--- config.mk ---
export PLATFORM = sky130hd
export DESIGN_NAME = multicycle_control
export DESIGN_NICKNAME = d
export VERILOG_FILES = /design/src/rtl/multicycle_control.sv
export SDC_FILE = /design/constraint.sdc
export NUM_CORES = 1
export LEC_CHECK = 0
export CORE_AREA = 3 3 53 64
export DETAILED_ROUTE_END_ITERATION = 16
export DIE_AREA = 0 0 56 67
export GPL_ROUTABILITY_DRIVEN = 1
export PLACE_DENSITY = 0.77
export SLEW_MARGIN = 10
export SYNTH_ARGS = -nofsm -noshare
export SYNTH_HDL_FRONTEND = slang
export SYNTH_SLANG_ARGS = --single-unit
--- constraint.sdc ---
create_clock -name clk -period 3.2 [get_ports clk]
set_clock_uncertainty 0.1 [all_clocks]
set_input_delay 0.96 -clock clk [delete_from_list [all_inputs] [get_ports clk]]
set_output_delay 0.96 -clock clk [all_outputs]
set_load 0.01 [all_outputs]
--- src/rtl/multicycle_control.sv ---
// rtl/multicycle_control.sv - multicycle IF/ID/EX/MEM/WB control FSM for an RV32I subset
// The IR is captured on the fetch edge, and all datapath controls are decoded from it.
module multicycle_control #(
  parameter logic [31:0] RESET_IR = 32'h00000013
) (
  input  logic        clk,
  input  logic        rst,
  input  logic [31:0] instr,
  input  logic        zero,
  output logic [3:0]  alu_op,
  output logic        alu_src,
  output logic        mem_read,
  output logic        mem_write,
  output logic        mem_to_reg,
  output logic        reg_write,
  output logic        pc_write,
  output logic        pc_src,
  output logic [2:0]  state,
  output logic        illegal
);

  typedef enum logic [2:0] {
    S_IF  = 3'd0,
    S_ID  = 3'd1,
    S_EX  = 3'd2,
    S_MEM = 3'd3,
    S_WB  = 3'd4
  } state_t;

  localparam logic [3:0] ALU_AND = 4'b0000;
  localparam logic [3:0] ALU_OR  = 4'b0001;
  localparam logic [3:0] ALU_ADD = 4'b0010;
  localparam logic [3:0] ALU_SUB = 4'b0110;
  localparam logic [3:0] ALU_SLT = 4'b0111;
  localparam logic [3:0] ALU_SRL = 4'b1000;
  localparam logic [3:0] ALU_SLL = 4'b1001;
  localparam logic [3:0] ALU_SRA = 4'b1010;
  localparam logic [3:0] ALU_XOR = 4'b1101;

  localparam logic [6:0] OPC_R   = 7'b0110011;
  localparam logic [6:0] OPC_I   = 7'b0010011;
  localparam logic [6:0] OPC_LW  = 7'b0000011;
  localparam logic [6:0] OPC_SW  = 7'b0100011;
  localparam logic [6:0] OPC_BEQ = 7'b1100011;

  localparam logic [6:0] F7_ZERO = 7'b0000000;
  localparam logic [6:0] F7_ALT  = 7'b0100000;

  state_t      state_q, state_d;
  logic [31:0] ir_q, ir_d;

  logic [6:0] opcode;
  logic [2:0] funct3;
  logic [6:0] funct7;
  logic [3:0] f3_op;
  logic [3:0] dec_op;
  logic       dec_src;
  logic       is_arith, is_lw, is_sw, is_beq, is_illegal;

  assign opcode = ir_q[6:0];
  assign funct3 = ir_q[14:12];
  assign funct7 = ir_q[31:25];

  always_ff @(posedge clk or posedge rst) begin
    if (rst) begin
      state_q <= S_IF;
      ir_q    <= RESET_IR;
    end else begin
      state_q <= state_d;
      ir_q    <= ir_d;
    end
  end

  // Plain funct3 map shared by R-type and I-type; 011 (sltu) has no code here.
  always_comb begin
    f3_op = ALU_ADD;
    case (funct3)
      3'b000:  f3_op = ALU_ADD;
      3'b111:  f3_op = ALU_AND;
      3'b110:  f3_op = ALU_OR;
      3'b100:  f3_op = ALU_XOR;
      3'b010:  f3_op = ALU_SLT;
      3'b001:  f3_op = ALU_SLL;
      3'b101:  f3_op = ALU_SRL;
      default: f3_op = ALU_ADD;
    endcase
  end

  always_comb begin
    dec_op   = ALU_ADD;
    dec_src  = 1'b0;
    is_arith = 1'b0;
    is_lw    = 1'b0;
    is_sw    = 1'b0;
    is_beq   = 1'b0;
    case (opcode)
      OPC_R: begin
        is_arith = (funct7 == F7_ZERO && funct3 != 3'b011) ||
                   (funct7 == F7_ALT && (funct3 == 3'b000 || funct3 == 3'b101));
        if (funct7 == F7_ALT)
          dec_op = (funct3 == 3'b000) ? ALU_SUB : ALU_SRA;
        else
          dec_op = f3_op;
        dec_src = 1'b0;
      end
      OPC_I: begin
        // Only the shift-immediates carry a funct7 field worth checking.
        is_arith = (funct3 != 3'b011) &&
                   ((funct3 != 3'b001 && funct3 != 3'b101) ||
                    funct7 == F7_ZERO ||
                    (funct3 == 3'b101 && funct7 == F7_ALT));
        dec_op  = (funct3 == 3'b101 && funct7 == F7_ALT) ? ALU_SRA : f3_op;
        dec_src = 1'b1;
      end
      OPC_LW: begin
        is_lw   = (funct3 == 3'b010);
        dec_op  = ALU_ADD;
        dec_src = 1'b1;
      end
      OPC_SW: begin
        is_sw   = (funct3 == 3'b010);
        dec_op  = ALU_ADD;
        dec_src = 1'b1;
      end
      OPC_BEQ: begin
        is_beq  = (funct3 == 3'b000);
        dec_op  = ALU_SUB;
        dec_src = 1'b0;
      end
      default: begin
        dec_op  = ALU_ADD;
        dec_src = 1'b0;
      end
    endcase
    if (!(is_arith || is_lw || is_sw || is_beq)) begin
      dec_op  = ALU_ADD;
      dec_src = 1'b0;
    end
  end

  assign is_illegal = !(is_arith || is_lw || is_sw || is_beq);

  always_comb begin
    state_d    = S_IF;
    ir_d       = ir_q;
    alu_op     = ALU_ADD;
    alu_src    = 1'b0;
    mem_read   = 1'b0;
    mem_write  = 1'b0;
    mem_to_reg = 1'b0;
    reg_write  = 1'b0;
    pc_write   = 1'b0;
    pc_src     = 1'b0;
    illegal    = 1'b0;
    case (state_q)
      S_IF: begin
        state_d = S_ID;
        ir_d    = instr;
      end
      S_ID: begin
        state_d = S_EX;
        alu_op  = dec_op;
        alu_src = dec_src;
      end
      S_EX: begin
        alu_op  = dec_op;
        alu_src = dec_src;
        if (is_lw || is_sw) begin
          state_d = S_MEM;
        end else if (is_arith) begin
          state_d = S_WB;
        end else begin
          // beq and illegal both retire here
          state_d  = S_IF;
          pc_write = 1'b1;
          pc_src   = is_beq ? zero : 1'b0;
          illegal  = is_illegal;
        end
      end
      S_MEM: begin
        alu_op  = dec_op;
        alu_src = dec_src;
        if (is_lw) begin
          state_d  = S_WB;
          mem_read = 1'b1;
        end else begin
          state_d   = S_IF;
          mem_write = is_sw;
          pc_write  = 1'b1;
        end
      end
      S_WB: begin
        state_d    = S_IF;
        alu_op     = dec_op;
        alu_src    = dec_src;
        reg_write  = 1'b1;
        pc_write   = 1'b1;
        mem_to_reg = is_lw;
      end
      default: begin
        state_d = S_IF;
      end
    endcase
  end

  assign state = state_q;

endmodule

==> out/summary.txt, run 1 <==
Lkg Pwr = 0.743 nW
Clock Path Buffers = 2
vias = 1,091
area grow syn2layout = 45.4%
TritonCTS clock tree = done
initial antenna violation count = 0
CP Launch Point = ir_q[1]
drt first pass iters = 4
Final Cycle Share = 101%
Crit Reg-Reg Startpoint = ir_q[31]
1st-iter DRT viols = 25
Crit path required time = 2140 ps
Core ar. = 2840 um^2
grt total ovfl = 0
crit path cell chain = and4bb_2 > nand3b_1 > nand2b_4 > o31a_4 > nor4b_2 > buf_2
ant diodes = 0
fin. max-slew vios = 0
Synth Net Count = 149
Int Power = 896 uW
combinational share of power = 49.0%
Die ar. = 3750 um^2
Max Cap Viol = 0
Root Driver = clkbuf_4
Via density = 5.59
register share of total power = 36.8%
IO Pins = 50
DIE HEIGHT = 67 um
count of different cell masters after synthesis = 41
crit path max-delay cell type = dfstp_2
Nets = 197
status = finished with violations
ys async rst share = 100%
clk slew on worst S/H paths = 110 ps
final setup violation count = 2
Max Fclk = 309 MHz
RSZ-0062 raised after global routing = true
ranking of synthesized cells by area = dfrtp_1, mux2_2, dfstp_2, o21ai_0, nand2_1
Post-synth top cells = dfrtp_1, mux2_2, nand2_1, o21ai_0, nor2_1
Hold Crit Start = ir_q[2]
vias in the first global route = 1,082
Final Critical Period = 3230 ps
Yosys top cell area share = 36.3%
clock sink count = 20
first-pass GRT wire length = 4870 um
placed cell areas = 1630 um^2
FP Rows = 21
Tightest Pin Transition = 738 ps
Synth area leader = dfrtp_1
power per standard cell area = 840 nW/um^2
Worst Path Arrival = 2170 ps
hold_ws = 412 ps
Cell Area, Synth = 1170 um^2
Clk network pwr share = 14.2%
H-tree levels = 1
share of layout cells above drive strength 1 = 34.2%
sequential area share after synthesis = 43.1%
DR DRC count = 0
count leader, synth = dfrtp_1
Hold Crit Class = reg -> reg
VDD IR max = 0.422 mV
largest net degree at the start of global routing = 22
Relative slew margins = 50.7%
slowest stage delay, CP = 540 ps
Initial Utilization = 41.3%
width of the die = 56 um
gpl congestion = 0.860
post-route cell area = 1700 um^2
Critical Path End Type = primary output
startpoint types = register
Post-Syn Area per Cell = 10.3 um^2
synth warn = 0
Final Routed Wirelength = 2990 um
Post-DRT Antenna Nets = 0
Post-DP HPWL = 2240 um
worst skew pair latency = 300 ps
average wire per standard cell = 15.3 um
Syn Inst Count = 114
CTS Buf Count = 3
Sw Ratio = 37.4%
All-Layer GR Usage = 16.1%
failing checks = setup timing
Hold Vio Cnt, Final = 0
switching pwr = 535 uW
#FFs+latches synth = 20
port bufs = 34
Primary FF master, synth = dfrtp_1
CP Max Fanout = 5
Post-synth EDFFs = 0
Setup WS post-layout = -34.0 ps
# fillers = 268
worst setup path class = reg -> out
-- routing by layer --
| layer | track usage [%] | wire [um] |
|---|---|---|
| met5 | 0 | 0 |
| met4 | 7.42 | 40 |
| met3 | 1.55 | 132 |
| met2 | 29.2 | 1580 |
| met1 | 19.0 | 1240 |
-- worst paths after layout --
path	endpoint	slack, ps	cells after the start
setup / recovery	alu_op[3]	-30	6
hold / removal	ir_q[2]	410	1
min in group asynchronous	ir_q[31]	970	2
max in group asynchronous	ir_q[12]	1520	2
hold reg to reg	ir_q[2]	410	1
setup reg to reg	state[2]	1110	6
-- layout make-up --
cell class | count | area, um^2 | area share (%)
clock buffers | 3 | 22.5 | 1.32
clock inverters | 1 | 30.0 | 1.76
repair buffers | 48 | 424 | 24.9
well taps | 34 | 42.5 | 2.50
flip-flops and latches | 20 | 507 | 29.8
multi-input cells | 85 | 662 | 38.9
inverters | 4 | 15.0 | 0.882
-- logic make-up (layout without fill, tap and decap cells) --
kind of cell	Yosys count	after routing	share of synthesized area, %
AOI/OAI and AO/OA	25	25	13.8
DFF	20	20	43.1
buffers and inverters	9	56	3.95
and+or+nand+nor	45	45	25.0
muxes	14	14	13.5
xor gates and xnor gates	1	1	0.748
-- power by group through the flow --
stage / Clock [mW] / Combinational (mW) / Sequential, mW
after detailed placement: 0 / 0.675 / 0.524
after floorplan: 0 / 0.456 / 0.487
after global routing: 0.218 / 0.754 / 0.548
final: 0.203 / 0.700 / 0.527
after CTS: 0.211 / 0.670 / 0.520
after global placement: 0 / 0.643 / 0.514
-- critical path, delay by kind of cell (launching register included) --
kind | cells | cell delay (ps)
buffers and inverters | 1 | 160
AO/OA/AOI/OAI | 1 | 360
flip-flops | 1 | 540
AND/OR/NAND/NOR | 4 | 820
-- cells in the final DEF (no fill, tap or decap), types with 2 or more instances in the layout --
cell type | synthesis | final
clkbuf_2 | 0 | 2
dlygate4sd2_1 | 0 | 4
buf_2 | 2 | 2
nand2b_1 | 3 | 2
nand3b_1 | 3 | 3
nor3b_1 | 2 | 2
nor2b_1 | 3 | 3
nand3_1 | 4 | 4
buf_4 | 0 | 14
a21oi_1 | 4 | 4
mux2_2 | 14 | 14
inv_1 | 4 | 4
dfrtp_1 | 17 | 15
nor3_1 | 4 | 3
clkdlybuf4s50_1 | 0 | 24
o211ai_1 | 2 | 2
nand2_1 | 8 | 8
nor2_1 | 5 | 5
clkbuf_4 | 0 | 3
dfrtp_2 | 0 | 2
dfstp_2 | 3 | 3
o21ai_0 | 8 | 6
-- metrics by stage --
stage	TNS, ps	instances	setup slack, ps	total power, mW	util [%]
final	-40.5	195	-34.0	1.43	60.0
after global placement	-68.0	190	-53.4	1.16	57.3
after floorplan	0	114	388	0.944	-
after CTS	-20.5	194	-20.5	1.40	58.8
after detailed placement	-105	190	-72.9	1.20	57.3
after global routing	-603	195	-180	1.52	60.0
-- repair_timing --
action                                 4_1_cts  5_1_grt
resized for setup                           21       11
pin swaps                                    2        4
hold buffers                                 0        0
endpoints found under the hold margin        0        0
setup endpoints to repair                    9        8
buffers inserted                             0        1
-- sequential cells by signal (all words and copies together), names as in the netlist --
name and flops:
ir_q 17, state 3
Note: power is estimated with default switching activity, not from simulation.
==> run 2: changes to the inputs <==
--- a/config.mk
+++ b/config.mk
@@ -10,7 +10,6 @@
 export DIE_AREA = 0 0 56 67
 export GPL_ROUTABILITY_DRIVEN = 1
 export PLACE_DENSITY = 0.77
-export SLEW_MARGIN = 10
 export SYNTH_ARGS = -nofsm -noshare
 export SYNTH_HDL_FRONTEND = slang
 export SYNTH_SLANG_ARGS = --single-unit
==> results of run 2 <==
Final layout, timing and power as in run 1 (identical DEF).
==> run 3: changes to the inputs <==
--- a/config.mk
+++ b/config.mk
@@ -9,7 +9,7 @@
 export DETAILED_ROUTE_END_ITERATION = 16
 export DIE_AREA = 0 0 56 67
 export GPL_ROUTABILITY_DRIVEN = 1
-export PLACE_DENSITY = 0.77
+export PLACE_DENSITY_LB_ADDON = 0.1
 export SYNTH_ARGS = -nofsm -noshare
 export SYNTH_HDL_FRONTEND = slang
 export SYNTH_SLANG_ARGS = --single-unit
==> run 3 against run 2 <==
Against the previous run:
- the flow still finishes with violations (setup timing)
- sequential share of layout area decreased by 1.2 points
- global-route usage fell by 0.75 points
- sequential cell count unchanged
- critical path depth increased by 1
- clock power down 29%
- via count down 3.1%
- count of clock-buffer cells in the layout is 1 higher
- register-to-register slack got worse by 20 ps
- sequential power down 1%
- total power is 2.1% lower
- critical path type unchanged
- critical endpoint is now alu_op[1]
- highest routed layer unchanged
==> out/summary.txt, run 3 (synthesis gave the netlist of run 1 again) <==
Crit path required time = 2140 ps
Relative slew margins = 51.6%
IO Pins = 50
worst hold stages = 1
RSZ-0062 raised after global routing = true
Int Power = 872 uW
Initial Utilization = 41.3%
WP buf/inv = 3
DR DRC count = 0
Hold Crit Start = ir_q[27]
Die ar. = 3750 um^2
Final Routed Wirelength = 2740 um
Crit Reg-Reg Startpoint = ir_q[31]
worst skew pair latency = 300 ps
hold_buf cts = 0
average wire per standard cell = 13.6 um
FP Rows = 21
width of the die = 56 um
Reg2Reg Setup Slack = 1090 ps
Clock Path Buffers = 2
DIE HEIGHT = 67 um
register area = 505 um^2
Root Driver = clkbuf_4
Hold Crit Class = reg -> reg
CP delay by family, top = simple AND/OR/NAND/NOR gates
H-tree levels = 1
Post-DRT Antenna Nets = 0
VDD IR max = 0.451 mV
reg2reg end = state[2]
Lkg Pwr = 0.817 nW
Nets = 203
vias = 1,057
port bufs = 34
Tightest Pin Transition = 725 ps
vias in the first global route = 1,025
fin. max-slew vios = 0
area grow syn2layout = 51.3%
grt total ovfl = 0
most frequent cells in the layout = clkdlybuf4s50_1, buf_4, dfrtp_1
status = finished with violations
clk slew on worst S/H paths = 110 ps
startpoint types = register
# fillers = 246
Worst Path Arrival = 2160 ps
Hold Path End = ir_q[27]
Clk network pwr share = 10.3%
TritonCTS clock tree = done
worst slack, placed = -118 ps
CTS Buf Count = 3
final setup violation count = 2
Via density = 5.26
combinational share of power = 52.6%
most common cell after layout, fill and taps aside = clkdlybuf4s50_1
Setup WS post-layout = -16.4 ps
largest register by flop count = ir_q
Final Critical Period = 3220 ps
Max Cap Viol = 0
All-Layer GR Usage = 15.3%
share of layout cells above drive strength 1 = 38.9%
power per standard cell area = 790 nW/um^2
ant diodes = 0
drt first pass iters = 4
Final Cycle Share = 101%
Critical Path End Type = primary output
Sw Ratio = 37.7%
crit path max-delay cell type = dfstp_2
failing checks = setup timing
largest net degree at the start of global routing = 22
initial antenna violation count = 0
Hold Vio Cnt, Final = 0
crit path cell chain = and4bb_4 > nand3b_1 > buf_4 > buf_4 > nor4b_2 > nand2_1 > dlygate4sd2_1
worst-case reg-to-reg path depth = 6
max reg flops = 17
Pwr Total = 1.40 mW
worst setup path class = reg -> out
1st-iter DRT viols = 24
register share of total power = 37.2%
multi-input logic area = 692 um^2
clock sink count = 20
slowest stage delay, CP = 540 ps
Core ar. = 2840 um^2
Post-DP HPWL = 2060 um
Top cell by count, worst path = buf_4
Max Fclk = 311 MHz
first-pass GRT wire length = 4620 um
CP Max Fanout = 6
switching pwr = 528 uW
gpl congestion = 0.767
==> run 3: cell count changes in the layout (fill, tap and decap cells not counted), sizes merged <==
| cell | change |
|---|---|
| dlygate4sd2 | -3 |
| buf | +8 |
| clkdlybuf4s50 | -1 |
| dlymetal6s2s | +3 |
| bufinv | -1 |
==> run 3: final cells by class <==
type | instances | share of cell area (%)
Inverter | 4 | 0.847
Multi-Input combinational cell | 85 | 39.1
Timing Repair Buffer | 54 | 27.1
Tap cell | 34 | 2.40
Sequential cell | 20 | 28.5
Clock buffer | 4 | 2.05
==> run 3: power groups by stage <==
stage | Clock, mW | Combinational, mW | Sequential [mW]
after floorplan | 0 | 0.456 | 0.487
after detailed placement | 0 | 0.687 | 0.517
after global placement | 0 | 0.673 | 0.510
after global routing | 0.158 | 0.806 | 0.538
final | 0.144 | 0.736 | 0.520
after CTS | 0.147 | 0.718 | 0.515
==> run 3: worst max-delay path by stage <==
stage / startpoint / to / slack (ps) / cells past startpoint
global route: ir_q[31] / alu_op[3] / -90 / 6
finish: ir_q[0] / alu_op[1] / -20 / 7
global placement: ir_q[1] / alu_op[3] / -60 / 6
CTS: ir_q[0] / alu_op[3] / -6 / 6
floorplan: ir_q[1] / alu_src / 390 / 5
detailed placement: ir_q[1] / alu_op[3] / -120 / 6
==> run 3: per-stage QoR <==
stage,area (um^2),hold WS (ps),utilization [%],TNS [ps],cells
finish,1770,423,62.4,-19.2,201
global route,1770,448,62.4,-374,201
CTS,1710,429,60.1,-5.56,198
detailed placement,1640,402,57.8,-354,192
global placement,1640,384,57.8,-217,192
floorplan,1170,373,-,0,114
==> run 3: repair_timing <==
item	CTS	global route
endpoints found under the setup margin	9	10
resized for setup	26	18
endpoints found under the hold margin	0	0
buffers inserted	2	3
pin swaps	4	6
==> run 3: layer usage <==
layer	GRT usage [%]	share of wire, %	vias up
li1	-	-	525
met1	19.0	45	502
met2	27.0	50	26
met3	1.74	4.1	4
met4	6.23	1.4	0
met5	0	0	-
==> run 3: worst reg2reg max path: cells and delay by family (launching register included) <==
| family | cells | cell delay (ps) |
|---|---|---|
| AND/OR/NAND/NOR | 2 | 830 |
| AO/OA/AOI/OAI | 3 | 520 |
| flip-flops | 1 | 420 |
| buffers and inverters | 1 | 160 |
